[config.mk]
export PLATFORM = sky130hd
export DESIGN_NAME = m0_mem_access
export DESIGN_NICKNAME = d
export VERILOG_FILES = /design/src/rtl/m0_pkg.sv /design/src/rtl/m0_shift16.sv /design/src/rtl/m0_mem_access.sv
export SDC_FILE = /design/constraint.sdc
export NUM_CORES = 1
export LEC_CHECK = 0
export CORE_MARGIN = 4
export CORE_UTILIZATION = 51
export DETAILED_ROUTE_END_ITERATION = 16
export PLACE_DENSITY = 0.85
export SYNTH_ARGS = -nofsm -noshare
export SYNTH_HDL_FRONTEND = slang
export SYNTH_SLANG_ARGS = --single-unit
export TNS_END_PERCENT = 20
[constraint.sdc]
create_clock -name clk -period 2.88 [get_ports clk]
set_clock_uncertainty 0.05 [all_clocks]
set_input_delay 0.576 -clock clk [delete_from_list [all_inputs] [get_ports clk]]
set_output_delay 0.576 -clock clk [all_outputs]
set_load 0.005 [all_outputs]
[src/rtl/m0_pkg.sv]
// Shared definitions for the M0 memory access unit and the SPI frame sequencer.
package m0_pkg;

    localparam int WORD_W = 16;

    localparam logic [6:0] PH_BOUNDARY     = 7'h41;
    localparam logic [6:0] PH_WRAP         = 7'h53;
    localparam logic [6:0] PH_DATA_START   = 7'h20;
    localparam logic [6:0] PH_DATA_END     = 7'h3F;
    localparam logic [6:0] PH_SAMPLE_FIRST = 7'h22;
    localparam logic [6:0] PH_SAMPLE_LAST  = 7'h40;

    typedef enum logic {
        IDLE,
        ACTIVE
    } state_t;

endpackage

[src/rtl/m0_shift16.sv]
// Serial-in, parallel-out word shift register used to collect MISO read data.
module m0_shift16
    import m0_pkg::*;
(
    input  logic              clk,
    input  logic              rst_n,
    input  logic              shift_en,
    input  logic              din,
    output logic [WORD_W-1:0] q
);

    always_ff @(posedge clk) begin
        if (!rst_n) begin
            q <= '0;
        end else if (shift_en) begin
            q <= {q[WORD_W-2:0], din};
        end
    end

endmodule

[src/rtl/m0_mem_access.sv]
// Memory access unit: owns one word transaction per SPI frame, serialises
// address/write data toward the sequencer and collects read data from MISO.
module m0_mem_access
    import m0_pkg::*;
#(
    parameter logic [WORD_W-1:0] DUMMY_ADDR = 16'h0000
) (
    input  logic              clk,
    input  logic              rst_n,
    input  logic [6:0]        spi_phase,
    input  logic              spi_miso,
    input  logic              req_valid,
    output logic              req_ready,
    input  logic [WORD_W-1:0] req_addr,
    input  logic              req_we,
    input  logic [WORD_W-1:0] req_wdata,
    output logic              ad_bit,
    output logic              a15,
    output logic              rd_nwr,
    output logic              rsp_valid,
    output logic [WORD_W-1:0] rsp_rdata
);

    state_t            state;
    state_t            state_next;
    logic [WORD_W-1:0] txn_addr;
    logic [WORD_W-1:0] txn_wdata;
    logic              txn_we;
    logic              txn_real;
    logic [WORD_W-1:0] rdata_q;
    logic [WORD_W-1:0] shift_q;
    logic              boundary;
    logic              in_range;
    logic              sample_en;
    logic              complete_read;
    logic [3:0]        bit_idx;

    m0_shift16 u_shift (
        .clk      (clk),
        .rst_n    (rst_n),
        .shift_en (sample_en),
        .din      (spi_miso),
        .q        (shift_q)
    );

    // Completion of the old frame and acceptance of the next share the boundary cycle.
    always_comb begin
        in_range      = (spi_phase <= PH_WRAP);
        boundary      = (spi_phase == PH_BOUNDARY);
        req_ready     = boundary && rst_n;
        rsp_valid     = req_ready && (state == ACTIVE) && txn_real;
        complete_read = rsp_valid && !txn_we;
        sample_en     = rst_n && in_range && !spi_phase[0] &&
                        (spi_phase >= PH_SAMPLE_FIRST) && (spi_phase <= PH_SAMPLE_LAST);
        state_next    = state;
        if (req_ready) begin
            state_next = ACTIVE;
        end
    end

    always_ff @(posedge clk) begin
        if (!rst_n) begin
            state <= IDLE;
        end else begin
            state <= state_next;
        end
    end

    // Each bit is held for two phases; address bit 15 never goes on the wire.
    always_comb begin
        bit_idx = 4'hF - spi_phase[4:1];
        ad_bit  = 1'b0;
        if (rst_n) begin
            if (spi_phase < PH_DATA_START) begin
                ad_bit = (bit_idx == 4'hF) ? 1'b0 : txn_addr[bit_idx];
            end else if (spi_phase <= PH_DATA_END) begin
                ad_bit = txn_we && txn_wdata[bit_idx];
            end
        end
    end

    always_ff @(posedge clk) begin
        if (!rst_n) begin
            txn_addr  <= '0;
            txn_wdata <= '0;
            txn_we    <= 1'b0;
            txn_real  <= 1'b0;
            rdata_q   <= '0;
        end else if (boundary) begin
            if (complete_read) begin
                rdata_q <= shift_q;
            end
            if (req_valid) begin
                txn_addr  <= req_addr;
                txn_wdata <= req_wdata;
                txn_we    <= req_we;
                txn_real  <= 1'b1;
            end else begin
                txn_addr  <= DUMMY_ADDR;
                txn_wdata <= '0;
                txn_we    <= 1'b0;
                txn_real  <= 1'b0;
            end
        end
    end

    // The completing read word is forwarded so it appears alongside rsp_valid.
    assign rsp_rdata = complete_read ? shift_q : rdata_q;
    assign a15       = txn_addr[WORD_W-1];
    assign rd_nwr    = !txn_we;

endmodule

Yosys cells after proc, flatten, opt, wreduce, memory -nomap -nowiden
Cells that the tools add are included.
{"block": "classes", "mux": 13, "reduce_logical": 11, "n_eq_ne": 2, "order_cmp": 6, "n_addsub": 1}
{"cell": "$mux 16", "n": 3}
{"cell": "$le 7x7->1 const B", "n": 2}
{"cell": "$logic_and 1x1->1", "n": 9}
{"cell": "$bmux 1 s4", "n": 2}
{"cell": "$mux 1", "n": 8}
{"cell": "$eq 7x7->1 const B", "n": 1}
{"cell": "$ge 7x6->1 const B", "n": 1}
{"cell": "$le 7x6->1 const B", "n": 1}
{"cell": "$lt 7x6->1 const B", "n": 1}
{"cell": "$lt 4x5->1 const B", "n": 1}
{"cell": "$eq 4x4->1 const B", "n": 1}
{"cell": "$sub 4x4->4 const A", "n": 1}
{"cell": "$logic_not 1->1", "n": 2}
{"block": "word_totals", "in_bits": 44, "regBits": 67, "wordCells": 40, "out_inout_bits": 21}

Depth between registers and ports, before layout
Gate-level depths: netlist of run 1.
{"block": "depth", "depth_word": 7, "mapped_depth": 7}

Modules after synthesis
Synthesis of run 1 repeated with hierarchy kept, for this count alone.
{"block": "unflattened", "cells_unflattened": 306, "hier_area_um2": 3030.4}
{"module": "m0_mem_access", "cells_each": 255, "area_each_um2": 2414.8, "seq_area_each_um2": 1021.0, "n_inst": 1}
{"module": "m0_shift16", "cells_each": 51, "area_each_um2": 615.6, "seq_area_each_um2": 320.3, "n_inst": 1}

Least setup slack after synthesis of run 1
OpenSTA, ideal clock, no wires.
{"block": "synth_timing", "kind": "input-to-output", "startpoint": "input spi_phase[2]", "endpoint": "output rsp_rdata[0]", "required_ps": 2254, "path_slack_ps": 410, "t_arrival_ps": 1844, "path_buffers": 3, "stages": 6, "path_cell_list": "buf_4 > nor4_2 > and4_1 > buf_4 > buf_6 > mux2_4"}
{"block": "synth_between", "elab_chain_cells": 6}
{"element": "from (decl)", "line": "m0_mem_access.sv:10", "source": "input logic [6:0] spi_phase,"}
{"element": "$eq 7x7->1", "line": "m0_mem_access.sv:49", "source": "boundary = (spi_phase == PH_BOUNDARY);"}
{"element": "$logic_and 1x1->1", "line": "m0_mem_access.sv:50", "source": "req_ready = boundary && rst_n;"}
{"element": "$logic_and 1x1->1 (2 in a row)", "line": "m0_mem_access.sv:51", "source": "rsp_valid = req_ready && (state == ACTIVE) && txn_real;"}
{"element": "$logic_and 1x1->1", "line": "m0_mem_access.sv:52", "source": "complete_read = rsp_valid && !txn_we;"}
{"element": "$mux 16"}
{"element": "to (decl)", "line": "m0_mem_access.sv:21", "source": "output logic [WORD_W-1:0] rsp_rdata"}
Every way passes these cells.

Worst setup path after layout of run 1
{"block": "layout_timing", "startpoint": "input spi_phase[1]", "endpoint": "output rsp_rdata[13]"}
Same word-level chain as after synthesis.

==> results.cfg, run 1 <==
[critical_path]
startpoint = spi_phase[1]
end_kind = primary output
cp_data_required_time_ns = 2.25
path_class = in2out
timing.critical_path.slowest_stage_cell = sky130_fd_sc_hd__nor4_4
timing.rr.start = txn_we
cp-start-kind = input pin
cp.arrival_ns = 2.20
critical-path-max-stage-delay_ns = 0.33
cells_along_the_critical_path = buf_2 -> nor4_4 -> and4_4 -> buf_12 -> buf_4 -> mux2_2 -> dlygate4sd2_1
cp_max_fo = 5

[worst_hold_path]
hold_class = reg2reg
timing.hold.worst.start = txn_addr[1]

[sta]
final.setup.tns_ns = 0
final_min_period_over_clock_period_pct = 98.1
setup_viol = 0
worst_slew_pin_slew_ns = 0.549
rsz_0062_raised_after_global_routing = true
period_minus_slack_ns = 2.82
final_max_slew_viol_count = 0
report.final.hold_viol_count = 0
max_freq_ghz = 0.354
max_slew_margin_pct = 63.4

[logic_synthesis]
yosysWarningCount = 0
async_reset_ff_share_pct = 0
synth_net_count = 359
ys_ff_latch = 67
post_synth_instance_area_sq_um = 3110
synthesis.instances = 315
yosysSeqAreaShare_pct = 43.2
number_of_different_library_cells_in_the_post_synthesis_netlist = 32
post_syn_area_per_cell_sq_um = 9.86
most_common_flop_cell_mapped_by_yosys = sky130_fd_sc_hd__dfxtp_1
number_of_enable_type_register_cells_in_the_synthesized_netlist = 0

[detailed_routing]
route.final.wire_length_um = 6860
detailedRoute.firstIterationViolations = 97
antenna_violating_nets_post_route = 0
dr_total_vias = 2512
vias_per_cell = 5.38
wl_per_cell_um = 14.7
drc = 0
first_pass_iters = 4

[grt]
grtUsageTotal_pct = 19.5
grt_pass1_wl_um = 11400
number_of_antenna_violations_at_the_first_check_in_global_routing = 0
via_count_of_the_first_global_routing_pass = 2512
maximum_number_of_pins_on_one_net_before_global_route_repair = 41
globalRouteOverflowTotal = 0

[final_layout]
stdcell_count = 467
layout-drive-gt1-share_pct = 19.4
areaGrowthSynthToFinish_pct = 31.4
fillers = 472
mostFrequentLayoutCells = sky130_fd_sc_hd__dfxtp_1 (67), sky130_fd_sc_hd__nand3_1 (52), sky130_fd_sc_hd__a21boi_0 (40)
final_nets = 432
diodes = 0
most_common_cell_after_layout_fill_and_taps_aside = sky130_fd_sc_hd__dfxtp_1

[outcome]
run_status = completed

[placed_design]
cells_after_dpl = 447
gpl.final_weighted_congestion = 0.829
placement.io_buffers = 64
place.detailed.hpwl_um = 4790

[die]
start_util_pct = 52.5
fp.dieW_um = 86.1
core_sq_um = 5920
design.die.area_sq_um = 7400
io_pins = 65
dieHeight_um = 86.1
rows = 28

[clock_network]
worst_skew_pair.late_latency_ns = 0.33
clk_path_buf_depth = 2
ctsHoldBuffers = 0
tritoncts = done
cts_root_buf = sky130_fd_sc_hd__clkbuf_8
cts.sinks = 67
htree_num_levels = 3
number_of_clock_buffers_inserted_by_tritoncts = 9
clkTransAtPathRegs_ns = 0.07

[power]
ir_drop_mv = 0.356
pwr_density_cell_nw_per_um2 = 423
p_leak_uw = 0.00158

[run]
timing.max_cap.violations = 0
synthesized netlist by cell type, types with 2 or more instances:
cell type | n | area, sq um
sky130_fd_sc_hd__dfxtp_1 | 67 | 1340
sky130_fd_sc_hd__nand3_1 | 52 | 260
sky130_fd_sc_hd__a21boi_0 | 40 | 300
sky130_fd_sc_hd__nand2_1 | 38 | 143
sky130_fd_sc_hd__and2_1 | 17 | 106
sky130_fd_sc_hd__clkbuf_1 | 14 | 52.6
sky130_fd_sc_hd__mux2_4 | 11 | 165
sky130_fd_sc_hd__a21boi_2 | 10 | 113
sky130_fd_sc_hd__o21ai_1 | 10 | 50.1
sky130_fd_sc_hd__mux4_1 | 7 | 184
sky130_fd_sc_hd__mux2_2 | 6 | 67.6
sky130_fd_sc_hd__o21ai_0 | 6 | 30.0
sky130_fd_sc_hd__buf_2 | 5 | 25.0
sky130_fd_sc_hd__nor2b_1 | 5 | 31.3
sky130_fd_sc_hd__buf_6 | 4 | 45.0
sky130_fd_sc_hd__a22oi_1 | 2 | 15.0
sky130_fd_sc_hd__a31oi_1 | 2 | 12.5
sky130_fd_sc_hd__and3_1 | 2 | 12.5
sky130_fd_sc_hd__buf_1 | 2 | 7.51
sky130_fd_sc_hd__buf_4 | 2 | 15.0
sky130_fd_sc_hd__inv_1 | 2 | 7.51
flip-flops by register name, summed over array words and instances, names as in the netlist:
signal     flops
txn_addr      16
rdata_q       16
txn_we         1
u_shift.q     16
txn_real       1
state          1
txn_wdata     16
through the flow:
step           util [%]  cell area [sq um]  hold slack (ns)  total power (uW)  setup slack (ns)
3_3_place_gp       65.3               3870            0.396              1100            -0.505
4_1_cts            68.6               4060            0.413              1750            0.0200
5_1_grt            68.9               4080            0.434              1800           -0.0258
3_5_place_dp       65.3               3870            0.405              1100            -0.614
6_report           68.9               4080            0.412              1730            0.0561
2_1_floorplan         -               3110            0.386              1010             0.410
layout make-up:
cell class / instances / area, sq um / area share [%]
multi-input cells: 219 / 1630 / 40.0
flip-flops and latches: 67 / 1340 / 32.9
repair buffers: 89 / 847 / 20.8
clock buffers: 11 / 131 / 3.22
well taps: 75 / 93.8 / 2.30
clock inverters: 4 / 28.8 / 0.705
inverters: 2 / 7.51 / 0.184
timing repair:
item / 4_1_cts / 5_1_grt
buffers inserted: 3 / 1
pin swaps: 2 / 2
endpoints found under the hold margin: 0 / 0
resized for setup: 39 / 3
setup endpoints to repair: 19 / 8
gates cloned: 1 / 0
path summary, 6_finish.rpt:
path              endpoint  slack [ns]  cells past startpoint
max          rsp_rdata[13]        0.06                      7
min            txn_addr[1]        0.41                      2
max reg2reg    rdata_q[12]        1.13                      6
min reg2reg    txn_addr[1]        0.41                      2
kinds of logic after synthesis:
group | Yosys count | synth area share [%]
buffers and inverters | 29 | 4.91
DFF | 67 | 43.2
AOI/OAI and AO/OA | 72 | 17.3
and+or+nand+nor | 121 | 19.7
muxes | 26 | 14.9
layer usage:
layer	track usage, %	share of wire (%)
met1	22.1	41
met2	34.4	52
met3	6.34	5.4
met4	6.62	1.3
met5	0	0
critical path, delay by kind of cell:
family / cells / cell delay (ns)
muxes: 1 / 0.33
buffers and inverters: 4 / 0.65
and+or+nand+nor: 2 / 0.64
report_power, final:
| group | switching (uW) | internal (uW) | total (uW) |
|---|---|---|---|
| Combinational | 61.3 | 86.0 | 147 |
| Sequential | 0.944 | 928 | 929 |
| Clock | 342 | 308 | 650 |
| Total | 404 | 1320 | 1730 |
Power figures use the tool's default switching activity.
==> run 2: changes to the inputs <==
PLACE_DENSITY = 0.86   (was 0.85)
==> results.cfg, run 2 (synthesis results as in run 1) <==
[outcome]
run_status = finished with violations
failed_checks = setup timing

[critical_path]
crit_cells = 7
reg2reg_depth = 5
path_class = in2out
cells_along_the_critical_path = dlygate4sd2_1 -> nor4_2 -> buf_4 -> and4_4 -> buf_12 -> mux2_2 -> clkdlybuf4s15_1
cp_data_required_time_ns = 2.25
top_delay_family_on_crit_path = buffers and inverters
cp.arrival_ns = 2.27
timing.critical_path.slowest_stage_cell = sky130_fd_sc_hd__mux2_2
critical-path-max-stage-delay_ns = 0.34
end_kind = primary output
cp-start-kind = input pin
cp_max_fo = 8
timing.critical_path.buf_inv = 4

[final_layout]
diodes = 0
final_core_util_pct = 68.6
mostFrequentLayoutCells = sky130_fd_sc_hd__dfxtp_1 (67), sky130_fd_sc_hd__nand3_1 (52), sky130_fd_sc_hd__a21boi_0 (40), sky130_fd_sc_hd__clkdlybuf4s50_1 (40), sky130_fd_sc_hd__nand2_1 (38)
most_common_cell_after_layout_fill_and_taps_aside = sky130_fd_sc_hd__dfxtp_1
areaGrowthSynthToFinish_pct = 30.8
final_nets = 430
final_instance_area_sq_um = 4060
layout-drive-gt1-share_pct = 21.0
stdcell_count = 466

[power]
ir_drop_mv = 0.264
share_clk_of_total_power_pct = 38.9
p_leak_uw = 0.00152
p_switching_uw = 395
internal_power_uw = 1370
pwr_density_cell_nw_per_um2 = 435
combPwrFrac_pct = 8.5
fraction_of_power_spent_switching_nets_pct = 22.4
power.share.sequential_pct = 52.5

[sta]
report.final.hold_viol_count = 0
max_freq_ghz = 0.345
rsz_0062_raised_after_global_routing = true
setup_viol = 1
final_max_slew_viol_count = 0
period_minus_slack_ns = 2.90
layout_setup_ws_ns = -0.0175
final.setup.tns_ns = -0.0175
final_min_period_over_clock_period_pct = 101
worst_slew_pin_slew_ns = 0.563
max_slew_margin_pct = 62.5

[run]
timing.max_cap.violations = 0

[detailed_routing]
dr_total_vias = 2553
drc = 0
vias_per_cell = 5.48
detailedRoute.firstIterationViolations = 111
wl_per_cell_um = 15.4
first_pass_iters = 4
antenna_violating_nets_post_route = 0
route.final.wire_length_um = 7160

[die]
rows = 28
dieHeight_um = 86.1
io_pins = 65
start_util_pct = 52.5
fp.dieW_um = 86.1
design.die.area_sq_um = 7400
core_sq_um = 5920

[clock_network]
cts.sinks = 67
clk_path_buf_depth = 2
tritoncts = done
worst_skew_pair.late_latency_ns = 0.34
ctsHoldBuffers = 0
htree_num_levels = 3
clkTransAtPathRegs_ns = 0.07
cts_root_buf = sky130_fd_sc_hd__clkbuf_8
number_of_clock_buffers_inserted_by_tritoncts = 9

[grt]
grt_pass1_wl_um = 11600
via_count_of_the_first_global_routing_pass = 2534
globalRouteOverflowTotal = 0
grtUsageTotal_pct = 20.1
number_of_antenna_violations_at_the_first_check_in_global_routing = 0
maximum_number_of_pins_on_one_net_before_global_route_repair = 72

[placed_design]
dp_slack_ns = -0.584
gpl.final_weighted_congestion = 0.757
postPlaceCellArea_sq_um = 3860
place.detailed.hpwl_um = 4700
cells_after_dpl = 446
placement.io_buffers = 64

[worst_hold_path]
whs_path_depth = 2
hold_class = reg2reg
run 2: cell type report:
| cell class | count | area [sq um] |
|---|---|---|
| Fill cell | 457 | 1860 |
| Clock buffer | 14 | 163 |
| Tap cell | 75 | 93.8 |
| Inverter | 2 | 7.51 |
| Timing Repair Buffer | 87 | 810 |
| Multi-Input combinational cell | 219 | 1640 |
| Clock inverter | 2 | 10.0 |
| Sequential cell | 67 | 1340 |
run 2: routing by layer:
layer  track usage, %  routed length [um]  vias up
li1                 -                   -     1263
met1             23.7                2900     1212
met3             6.24                 420       13
met4             7.34                 119        0
met5                0                   0        -
met2             34.2                3720       65
run 2: final timing paths:
path                                    from             to  slack [ns]
worst max-delay path            spi_phase[3]  rsp_rdata[12]       -0.02
worst min-delay path            txn_addr[12]   txn_addr[12]        0.41
worst max register to register        txn_we    rdata_q[11]        1.15
worst min register to register  txn_addr[12]   txn_addr[12]        0.41
run 2: worst reg2reg max path, delay by kind of cell, from the launching register on:
family	cells	cell delay, ns
and+or+nand+nor	3	0.73
DFF	1	0.35
muxes	1	0.34
buffers and inverters	1	0.15
run 2: power by group through the flow:
stage	Combinational [uW]	Sequential (uW)	Clock (uW)
floorplan	62.9	949	0
global placement	146	950	0
detailed placement	149	950	0
CTS	150	929	709
global route	161	928	750
finish	151	929	689
run 2: metrics by stage:
stage	total power, uW	hold slack (ns)
4_1_cts	1790	0.413
6_report	1770	0.409
5_1_grt	1840	0.433
2_1_floorplan	1010	0.386
3_5_place_dp	1100	0.405
3_3_place_gp	1100	0.395
run 2: what timing repair did:
action | 4_1_cts | 5_1_grt
pin swaps | 2 | 1
resized for setup | 35 | 26
setup endpoints to repair | 19 | 17
buffers inserted | 2 | 1
gates cloned | 1 | 0
